[config.mk]
export PLATFORM = sky130hd
export DESIGN_NAME = periph_reg_block_flat
export DESIGN_NICKNAME = d
export VERILOG_FILES = /design/src/rtl/periph_reg_pkg.sv /design/src/rtl/regiser_block_io.sv /design/src/rtl/periph_timer.sv /design/src/rtl/periph_reg_block.sv /design/src/flat_wrapper.sv
export SDC_FILE = /design/constraint.sdc
export NUM_CORES = 1
export LEC_CHECK = 0
export ABC_AREA = 1
export BUFFER_PORTS_ARGS = -buffer_cell sky130_fd_sc_hd__clkbuf_2
export CAP_MARGIN = 30
export CORE_ASPECT_RATIO = 0.6
export CORE_MARGIN = 10
export CORE_UTILIZATION = 52
export CTS_CLUSTER_SIZE = 8
export DETAILED_ROUTE_END_ITERATION = 6
export PLACE_DENSITY_LB_ADDON = 0.05
export SLEW_MARGIN = 40
export SYNTH_ARGS = -nofsm -noshare
export SYNTH_HDL_FRONTEND = slang
export SYNTH_SLANG_ARGS = --single-unit
[constraint.sdc]
create_clock -name clk -period 1.8 [get_ports clk]
set_input_delay 0.36 -clock clk [delete_from_list [all_inputs] [get_ports clk]]
set_output_delay 0.36 -clock clk [all_outputs]
set_load 0.005 [all_outputs]
[src/rtl/periph_reg_pkg.sv]
// Shared definitions for the peripheral register block: register indices, CTRL layout,
// STATUS bit positions and the default ID word.
package periph_reg_pkg;

  localparam logic [31:0] ID_DEFAULT = 32'h5045_0001;

  typedef enum logic [2:0] {
    REG_ID     = 3'd0,
    REG_CTRL   = 3'd1,
    REG_STATUS = 3'd2,
    REG_LOAD   = 3'd3,
    REG_COUNT  = 3'd4
  } reg_addr_e;

  typedef struct packed {
    logic irq_en;
    logic auto_reload;
    logic en;
  } ctrl_t;

  localparam int STATUS_HIT = 0;
  localparam int STATUS_OVF = 1;

endpackage

[src/rtl/regiser_block_io.sv]
// Register access channel between bus_adapter (out side) and the register block (in side).
interface regiser_block_io #(
  parameter int ADDR_W = 4
);
  logic              wr;
  logic              rd;
  logic [ADDR_W:0]   addr;
  logic [31:0]       data_i;
  logic [31:0]       data_o;

  modport in  (input wr, rd, addr, data_i, output data_o);
  modport out (output wr, rd, addr, data_i, input data_o);
endinterface

[src/rtl/periph_timer.sv]
// Compare timer: free-running counter that hits when it equals the compare value,
// then either reloads to zero or stops and requests the enable be cleared.
module periph_timer (
  input  logic        clk,
  input  logic        reset,
  input  logic        en,
  input  logic        auto_reload,
  input  logic [31:0] load,
  input  logic        clr,
  output logic [31:0] count,
  output logic        hit_pulse,
  output logic        en_clr
);

  assign hit_pulse = en & (count == load);
  assign en_clr    = hit_pulse & ~auto_reload;

  // A software clear beats both reload and increment; one-shot mode holds on hit.
  always_ff @(posedge clk) begin
    if (reset) begin
      count <= '0;
    end else if (clr) begin
      count <= '0;
    end else if (hit_pulse) begin
      if (auto_reload) count <= '0;
    end else if (en) begin
      count <= count + 32'd1;
    end
  end

endmodule

[src/rtl/periph_reg_block.sv]
// CSR block behind bus_adapter: ID/CTRL/STATUS/LOAD/COUNT map, compare timer, registered reads.
// Optional timer interrupt output enabled by defining PERIPH_IRQ_EN.
module periph_reg_block
  import periph_reg_pkg::*;
#(
  parameter int          ADDR_W   = 4,
  parameter logic [31:0] ID_VALUE = ID_DEFAULT
) (
  input  logic            clk,
  input  logic            reset,
  regiser_block_io.in     reg_io,
  output logic            irq
);

`ifdef PERIPH_IRQ_EN
  localparam logic [2:0] CTRL_MASK = 3'b111;
`else
  localparam logic [2:0] CTRL_MASK = 3'b011;
`endif

  ctrl_t              ctrl;
  logic               hit;
  logic               ovf;
  logic [31:0]        load;
  logic [31:0]        count;
  logic [31:0]        rd_data;
  logic [31:0]        data_q;
  logic               hit_pulse;
  logic               en_clr;
  logic [ADDR_W-1:0]  idx;
  logic               unused_addr_msb;
  logic               wr_ctrl, wr_status, wr_load, wr_count;

  function automatic logic sel(input logic [ADDR_W-1:0] a, input reg_addr_e r);
    return a == ADDR_W'(r);
  endfunction

  assign idx             = reg_io.addr[ADDR_W-1:0];
  assign unused_addr_msb = reg_io.addr[ADDR_W];

  assign wr_ctrl   = reg_io.wr & sel(idx, REG_CTRL);
  assign wr_status = reg_io.wr & sel(idx, REG_STATUS);
  assign wr_load   = reg_io.wr & sel(idx, REG_LOAD);
  assign wr_count  = reg_io.wr & sel(idx, REG_COUNT);

  periph_timer u_timer (
    .clk         (clk),
    .reset       (reset),
    .en          (ctrl.en),
    .auto_reload (ctrl.auto_reload),
    .load        (load),
    .clr         (wr_count),
    .count       (count),
    .hit_pulse   (hit_pulse),
    .en_clr      (en_clr)
  );

  // Software CTRL writes take priority over the one-shot hardware enable clear.
  always_ff @(posedge clk) begin
    if (reset) begin
      ctrl <= '0;
    end else if (wr_ctrl) begin
      ctrl <= ctrl_t'(reg_io.data_i[2:0] & CTRL_MASK);
    end else if (en_clr) begin
      ctrl.en <= 1'b0;
    end
  end

  // W1C with hardware set winning; ovf flags a hit landing on an already-set hit.
  always_ff @(posedge clk) begin
    if (reset) begin
      hit <= 1'b0;
      ovf <= 1'b0;
    end else begin
      hit <= (hit & ~(wr_status & reg_io.data_i[STATUS_HIT])) | hit_pulse;
      ovf <= (ovf & ~(wr_status & reg_io.data_i[STATUS_OVF])) | (hit_pulse & hit);
    end
  end

  always_ff @(posedge clk) begin
    if (reset)        load <= '0;
    else if (wr_load) load <= reg_io.data_i;
  end

  always_comb begin
    rd_data = '0;
    if (sel(idx, REG_ID))          rd_data = ID_VALUE;
    else if (sel(idx, REG_CTRL))   rd_data = 32'(ctrl);
    else if (sel(idx, REG_STATUS)) rd_data = 32'({ovf, hit});
    else if (sel(idx, REG_LOAD))   rd_data = load;
    else if (sel(idx, REG_COUNT))  rd_data = count;
  end

  // Read data is taken from pre-edge state, so a same-cycle write is not visible yet.
  always_ff @(posedge clk) begin
    if (reset)          data_q <= '0;
    else if (reg_io.rd) data_q <= rd_data;
  end

  assign reg_io.data_o = data_q;

`ifdef PERIPH_IRQ_EN
  always_ff @(posedge clk) begin
    if (reset) irq <= 1'b0;
    else       irq <= ctrl.irq_en & hit;
  end
`else
  assign irq = 1'b0;
`endif

endmodule
[src/flat_wrapper.sv]
// flat-port wrapper written by rule: the top's interface ports become plain ports
module periph_reg_block_flat import periph_reg_pkg::*;
#(
  parameter int          ADDR_W   = 4,
  parameter logic [31:0] ID_VALUE = ID_DEFAULT
)
  (clk, reset, irq, reg_io_wr, reg_io_rd, reg_io_addr, reg_io_data_i, reg_io_data_o);
  regiser_block_io #(.ADDR_W(ADDR_W)) reg_io_i ();
  input  logic clk;
  input  logic reset;
  output logic irq;
  input wire logic [$bits(reg_io_i.wr)-1:0] reg_io_wr;
  input wire logic [$bits(reg_io_i.rd)-1:0] reg_io_rd;
  input wire logic [$bits(reg_io_i.addr)-1:0] reg_io_addr;
  input wire logic [$bits(reg_io_i.data_i)-1:0] reg_io_data_i;
  output wire logic [$bits(reg_io_i.data_o)-1:0] reg_io_data_o;
  assign reg_io_i.wr = reg_io_wr;
  assign reg_io_i.rd = reg_io_rd;
  assign reg_io_i.addr = reg_io_addr;
  assign reg_io_i.data_i = reg_io_data_i;
  assign reg_io_data_o = reg_io_i.data_o;
  periph_reg_block #(.ADDR_W(ADDR_W), .ID_VALUE(ID_VALUE)) u_core (.clk(clk), .reset(reset), .reg_io(reg_io_i), .irq(irq));
endmodule
==> impl_metrics.ini, run 1 <==
[outcome]
run_status = finished with violations
violations = setup timing

[placed_design]
io_buffers = 71
gp_congestion = 0.966
place_worst_setup_slack_ps = -86.2
dp.final_hpwl_mm = 14.3

[critical_path]
worstPathArrival_ps = 2090
critical_r2r_launch = u_core.u_timer.count[2]
worstSetupPathType = reg -> reg
end_kind = register
cp.depth = 11
crit_chain = nand2_1 -> nor2_4 -> nand2_2 -> nor2_4 -> nand2_2 -> nor3_4 -> nand2_1 -> nand2_1 -> nand2_2 -> nand2_1 -> nor2_2
critical_path.max_stage_delay_ps = 430
timing.critical_path.fanout_max = 5
worst-endpoint-required_ps = 2040
path_depth_of_the_worst_reg2reg_path = 11
top_cell_family_by_delay_on_the_critical_path = simple AND/OR/NAND/NOR gates
r2r_setup_slack_ps = -50
critPathBufInv = 0
crit_path_top_delay_cell = sky130_fd_sc_hd__dfxtp_2
path_common_cell = sky130_fd_sc_hd__nand2_1
critical_path.reg2reg.endpoint = u_core.u_timer.count[19]
setup.worst_path.start_class = register

[global_routing]
global_route.usage.total_pct = 23.4
grt_first_pass_wirelength_mm = 29.0
grt_start_max_net_pins = 38
grt_pass1_vias = 5477
grt_antenna_before_repair = 0
overflow = 0

[cts]
cts_tree = built
level_count_of_the_clock_h_tree = 3
cts.hold.buffers_added = 0
clkTransAtPathRegs_ps = 80
cts_root_buf = sky130_fd_sc_hd__clkbuf_16
clk_latency_ps = 350
clock_buffer_count_from_cts = 9
clkSinkCount = 100
clk_path_buf_depth = 2

[routing]
wl_per_cell_um = 17.4
drt-total-wl_mm = 19.0
route.vias.total = 6040
final_antenna_net_count = 0
drt_iter0_markers = 675
first_pass_iters = 5
drt_drc_violations_left = 0
drt-vias-per-instance = 5.53

[power_and_ir_drop]
overall_power_uw = 4870
worst_vdd_drop_mv = 0.525
power_density_cells_nw_per_um2 = 701
power.leakage_uw = 0.00288

[synth]
netlist.top_cell.by_area = sky130_fd_sc_hd__dfxtp_1
most_frequent_cells_after_synthesis = 243 x sky130_fd_sc_hd__nand2_1, 107 x sky130_fd_sc_hd__inv_1, 100 x sky130_fd_sc_hd__dfxtp_1
synth-async-reset-ratio_pct = 0
synth_cells = 840
synthTopCellsByArea = sky130_fd_sc_hd__dfxtp_1 36%, sky130_fd_sc_hd__nand2_1 17%, sky130_fd_sc_hd__a21oi_1 7.4%
combinational_family_with_the_most_area_after_synthesis = simple AND/OR/NAND/NOR gates
synth_nets = 882
synth-simple-area-share_pct = 30.8
yosys.area_share.adder_pct = 0.228
synth_seq_cells = 100
mean_syn_cell_area_um2 = 6.54
synth.yosys.warnings = 0
yosys_most_used_dff = sky130_fd_sc_hd__dfxtp_1
synth.mux.area_fraction_pct = 0
synth_top_cell_area_share_pct = 36.4
synth-seq-area-share_pct = 36.4
post_synth_xor_area_fraction_pct = 4.44
synthMostInstantiatedCell = sky130_fd_sc_hd__nand2_1
complex_gate_fraction_of_the_synthesized_area_pct = 16.3
synth-edff-count = 0
post_synth_num_cell_types = 36
synth_area_um2 = 5500

[timing]
slew_headroom_pct = 54.3
hold_viol = 0
finalSetupViolations = 7
final.min_clock_period_ps = 1850
slew_viol_final = 0
layout_worst_path_cycle_share_pct = 103
timing.final.ws_setup_ps = -47.3
finalClockSkew_ps = 11.4
setup_repair_after_global_routing_missed_its_margin = true
setup_total_negative_slack_ps = -179
worst-slew-pin-transition_ps = 685
max_freq_mhz = 541

[die]
design.core.area_um2 = 10100
fp.dieArea_um2 = 15200
initial_core_util_pct = 54.5
ioPinCount = 74
die_width_um = 153
dieHeight_um = 99.6
num_rows = 28

[worst_hold_path]
min_to = u_core.load[7]
timing.hold.worst.start = reg_io_data_i[7]
holdCritPathClass = in -> reg
worst_hold_path.num_cells = 3

[final_layout]
finish.net_count = 995
final_core_utilization_pct = 68.9
regArea_um2 = 2040
multi_input_comb_area_um2 = 3040
signed_area_change_from_the_synthesized_netlist_to_the_final_layout_pct = 26.4
fillers = 883
num_antenna_cells = 0
fraction_of_layout_instances_using_a_drive_strength_above_1_pct = 27.1

[run]
max_cap_viol = 0
==> metal layers <==
| metal | vias to the layer above | track usage, % | share of wire [%] | routed length (µm) |
|---|---|---|---|---|
| met5 | - | 0 | 0 | 0 |
| met4 | 0 | 5.69 | 1.4 | 257 |
| met3 | 25 | 6.45 | 12 | 2320 |
| met2 | 326 | 31.4 | 39 | 7490 |
| met1 | 2779 | 35.3 | 47 | 8950 |
| li1 | 2910 | - | - | - |
==> what timing repair did <==
action / in CTS / in global routing
buffers inserted: 0 / 6
gates cloned: 0 / 2
pin swaps: 0 / 22
endpoints found under the setup margin: 18 / 32
gates resized for setup: 11 / 73
==> worst min-delay path: cells and delay by family <==
kind	cells	cell delay [ps]
compound gates	2	170
buf+inv	1	70
==> cell usage in the layout (no fill, tap or decap), types with 2 or more instances in the layout <==
cell type and count:
sky130_fd_sc_hd__nand2_1 233, sky130_fd_sc_hd__buf_8 2, sky130_fd_sc_hd__nand3_1 28, sky130_fd_sc_hd__nor2_4 6, sky130_fd_sc_hd__clkbuf_2 71, sky130_fd_sc_hd__clkinvlp_4 2, sky130_fd_sc_hd__nor3_1 9, sky130_fd_sc_hd__dfxtp_1 80
sky130_fd_sc_hd__o221a_2 3, sky130_fd_sc_hd__nand4_1 22, sky130_fd_sc_hd__o22ai_1 29, sky130_fd_sc_hd__buf_4 68, sky130_fd_sc_hd__nor2_2 17, sky130_fd_sc_hd__nand2_8 2, sky130_fd_sc_hd__xor2_1 8, sky130_fd_sc_hd__dfxtp_4 5
sky130_fd_sc_hd__inv_2 7, sky130_fd_sc_hd__xnor2_2 2, sky130_fd_sc_hd__a21oi_2 9, sky130_fd_sc_hd__inv_8 2, sky130_fd_sc_hd__nand2_2 12, sky130_fd_sc_hd__nor2_1 42, sky130_fd_sc_hd__inv_1 103, sky130_fd_sc_hd__a21oi_1 75
sky130_fd_sc_hd__clkbuf_16 11, sky130_fd_sc_hd__buf_6 3, sky130_fd_sc_hd__inv_6 2, sky130_fd_sc_hd__nand3_2 12, sky130_fd_sc_hd__nand3b_1 2, sky130_fd_sc_hd__nand2_4 2, sky130_fd_sc_hd__o21ai_0 44, sky130_fd_sc_hd__dfxtp_2 15
sky130_fd_sc_hd__xnor2_1 17
==> stage by stage <==
stage	std cells	hold WS (ps)	cell area [µm²]
floorplan	840	429	5500
global placement	1069	450	6310
detailed placement	1069	456	6310
CTS	1084	277	6610
global route	1092	297	6950
finish	1092	282	6950
==> power breakdown <==
part           switching [µW]  internal (µW)  total, µW
registers                18.2           2230       2250
logic                     431            306        737
clock network             928            961       1890
total                    1380           3500       4870
==> how the worst max path moves through the flow <==
stage                                  from  slack (ps)                  endpoint
floorplan           u_core.u_timer.count[0]         130  u_core.u_timer.count[24]
global placement    u_core.u_timer.count[2]         -80  u_core.u_timer.count[19]
detailed placement  u_core.u_timer.count[5]         -90  u_core.u_timer.count[16]
CTS                         u_core.load[30]          20  u_core.u_timer.count[16]
global route        u_core.u_timer.count[2]        -130  u_core.u_timer.count[19]
finish              u_core.u_timer.count[2]         -50  u_core.u_timer.count[19]
==> cell type report <==
type	instances	share of cell area [%]
clock buffer	9	3.24
clock inverter	6	0.792
inverter	111	6.00
sequential	100	29.4
tap	135	2.43
timing repair buffer	147	14.4
multi-input combinational	584	43.8
==> kinds of logic after synthesis <==
| kind of cell | Yosys count |
|---|---|
| AND/OR/NAND/NOR | 391 |
| AO/OA/AOI/OAI | 164 |
| buffers and inverters | 156 |
| flip-flops | 100 |
| XOR/XNOR | 27 |
| adder cells (fa/ha/maj) | 1 |
| other | 1 |
==> sequential cells by signal, summed over array words and instances, names as in the netlist <==
signal	count
u_core.u_timer.count	32
u_core.load	32
u_core.ctrl	2
u_core.reg_io.data_o	32
u_core.ovf	1
u_core.hit	1
(Power assumes the default switching activity.)
==> run 2, diff against run 1 <==
--- a/config.mk
+++ b/config.mk
@@ -13,7 +13,7 @@
 export CORE_UTILIZATION = 52
 export CTS_CLUSTER_SIZE = 8
 export DETAILED_ROUTE_END_ITERATION = 6
-export PLACE_DENSITY_LB_ADDON = 0.05
+export PLACE_DENSITY = 0.87
 export SLEW_MARGIN = 40
 export SYNTH_ARGS = -nofsm -noshare
 export SYNTH_HDL_FRONTEND = slang
==> impl_metrics.ini, run 2 (synthesis gave the netlist of run 1 again) <==
[routing]
drt_drc_violations_left = 3
first_pass_iters = 7
final_antenna_net_count = 0
wl_per_cell_um = 17.7
drt_iter0_markers = 854
drt-vias-per-instance = 5.69
route.vias.total = 6179
drt-total-wl_mm = 19.2

[power_and_ir_drop]
power_frac_seq_pct = 44.3
sw_frac_of_total_pct = 28.8
overall_power_uw = 5070
pwr-share-clk_pct = 42.5
worst_vdd_drop_mv = 0.519
total_switching_power_uw = 1460
internal_power_uw = 3610
power.leakage_uw = 0.00288
fraction_of_power_consumed_by_combinational_cells_pct = 13.1
power_density_cells_nw_per_um2 = 728

[cts]
clkTransAtPathRegs_ps = 80
clkSinkCount = 100
cts_root_buf = sky130_fd_sc_hd__clkbuf_16
level_count_of_the_clock_h_tree = 3
cts_tree = built
clk_latency_ps = 370
clk_path_buf_depth = 2
clock_buffer_count_from_cts = 9

[global_routing]
grt.met3_usage_pct = 8.52
grt_use_met1_pct = 31.3
global_route.usage.total_pct = 23.0
grtUsageMet2_pct = 33.5
grt_pass1_vias = 5693
grt_start_max_net_pins = 64
busiest_layer = met2
overflow = 0
grt_first_pass_wirelength_mm = 29.3
grt_antenna_before_repair = 0

[timing]
finalClockSkew_ps = 12.2
layout_worst_path_cycle_share_pct = 102
max_freq_mhz = 547
slew_headroom_pct = 54.8
hold_viol = 0
timing.final.ws_setup_ps = -29.4
final.min_clock_period_ps = 1830
setup_repair_after_global_routing_missed_its_margin = true
slew_viol_final = 0
finalSetupViolations = 6
worst-slew-pin-transition_ps = 678
setup_total_negative_slack_ps = -89.4

[final_layout]
layout_commonest_cell = sky130_fd_sc_hd__nand2_1
fillers = 780
finish.net_count = 987
fraction_of_layout_instances_using_a_drive_strength_above_1_pct = 27.8
highest_count_cells_in_the_layout_ignoring_fill_and_taps = 232 x sky130_fd_sc_hd__nand2_1, 102 x sky130_fd_sc_hd__inv_1, 79 x sky130_fd_sc_hd__dfxtp_1, 77 x sky130_fd_sc_hd__a21oi_1, 71 x sky130_fd_sc_hd__clkbuf_2
signed_area_change_from_the_synthesized_netlist_to_the_final_layout_pct = 26.8
design_area_um2 = 6970
num_antenna_cells = 0

[die]
design.core.area_um2 = 10100
num_rows = 28
die_width_um = 153
ioPinCount = 74
fp.dieArea_um2 = 15200
initial_core_util_pct = 54.5
dieHeight_um = 99.6

[worst_hold_path]
holdCritPathClass = in -> reg

[outcome]
run_status = finished with violations
violations = DRC, setup timing

[placed_design]
io_buffers = 71
placed_area_um2 = 6290
gp_congestion = 1.00
dp.final_hpwl_mm = 13.1

[critical_path]
end_kind = register
setup.worst_path.start_class = register
worstSetupPathType = reg -> reg
timing.critical_path.fanout_max = 7
worstPathArrival_ps = 2080
worst-endpoint-required_ps = 2050

[run]
max_cap_viol = 0
run 2: cell type report:
cell class	instances	area, µm²	share of cell area (%)
multi-input cells	584	3080	44.2
flip-flops and latches	100	2040	29.2
repair buffers	139	940	13.5
inverters	111	417	5.98
clock buffers	9	225	3.23
well taps	135	169	2.42
clock inverters	7	103	1.47
run 2: path summary, 6_finish.rpt:
path	start	endpoint	slack, ps	cells past startpoint
setup / recovery	u_core.u_timer.count[7]	u_core.u_timer.count[30]	-30	10
hold / removal	reg_io_data_i[12]	u_core.load[12]	280	3
setup reg to reg	u_core.u_timer.count[7]	u_core.u_timer.count[30]	-30	10
hold reg to reg	u_core.reg_io.data_o[19]	u_core.reg_io.data_o[19]	470	2
run 2: per-layer routing:
layer  share of wire [%]  up-vias
met5                   0        -
li1                    -     2899
met2                  41      441
met1                  43     2796
met4                 1.8        0
met3                  14       43
run 2: timing repair:
action / in CTS / in global routing
gates cloned: 0 / 1
setup buffers: 0 / 5
pin swaps: 0 / 27
gates resized for setup: 11 / 82
hold buffers: 0 / 0
endpoints found under the setup margin: 17 / 32
run 2: power groups by stage:
stage               logic [µW]  registers (µW)  clock network, µW
finish                     666            2250               2160
global placement           519            2300                  0
floorplan                  328            2300                  0
CTS                        531            2250               2140
global route               703            2250               2220
detailed placement         526            2310                  0
run 2: critical path, stage by stage (launching register included):
cell and delay (ps):
sky130_fd_sc_hd__dfxtp_1 390, sky130_fd_sc_hd__buf_6 160, sky130_fd_sc_hd__nand2_1 90, sky130_fd_sc_hd__nor2_2 130
sky130_fd_sc_hd__nand2_2 100, sky130_fd_sc_hd__nor2_4 170, sky130_fd_sc_hd__nand4_1 190, sky130_fd_sc_hd__nor2_1 160
sky130_fd_sc_hd__nand3_1 120, sky130_fd_sc_hd__o21ai_1 150, sky130_fd_sc_hd__nor2_1 50
run 2: metrics by stage:
stage	setup WS, ps	hold WS [ps]	utilization [%]	instances
final	-29.4	279	69.1	1085
after detailed placement	-61.5	452	62.3	1063
after CTS	4.98	281	65.9	1079
after global routing	-151	301	69.1	1085
after global placement	6.63	452	62.3	1063
after floorplan	127	429	-	840
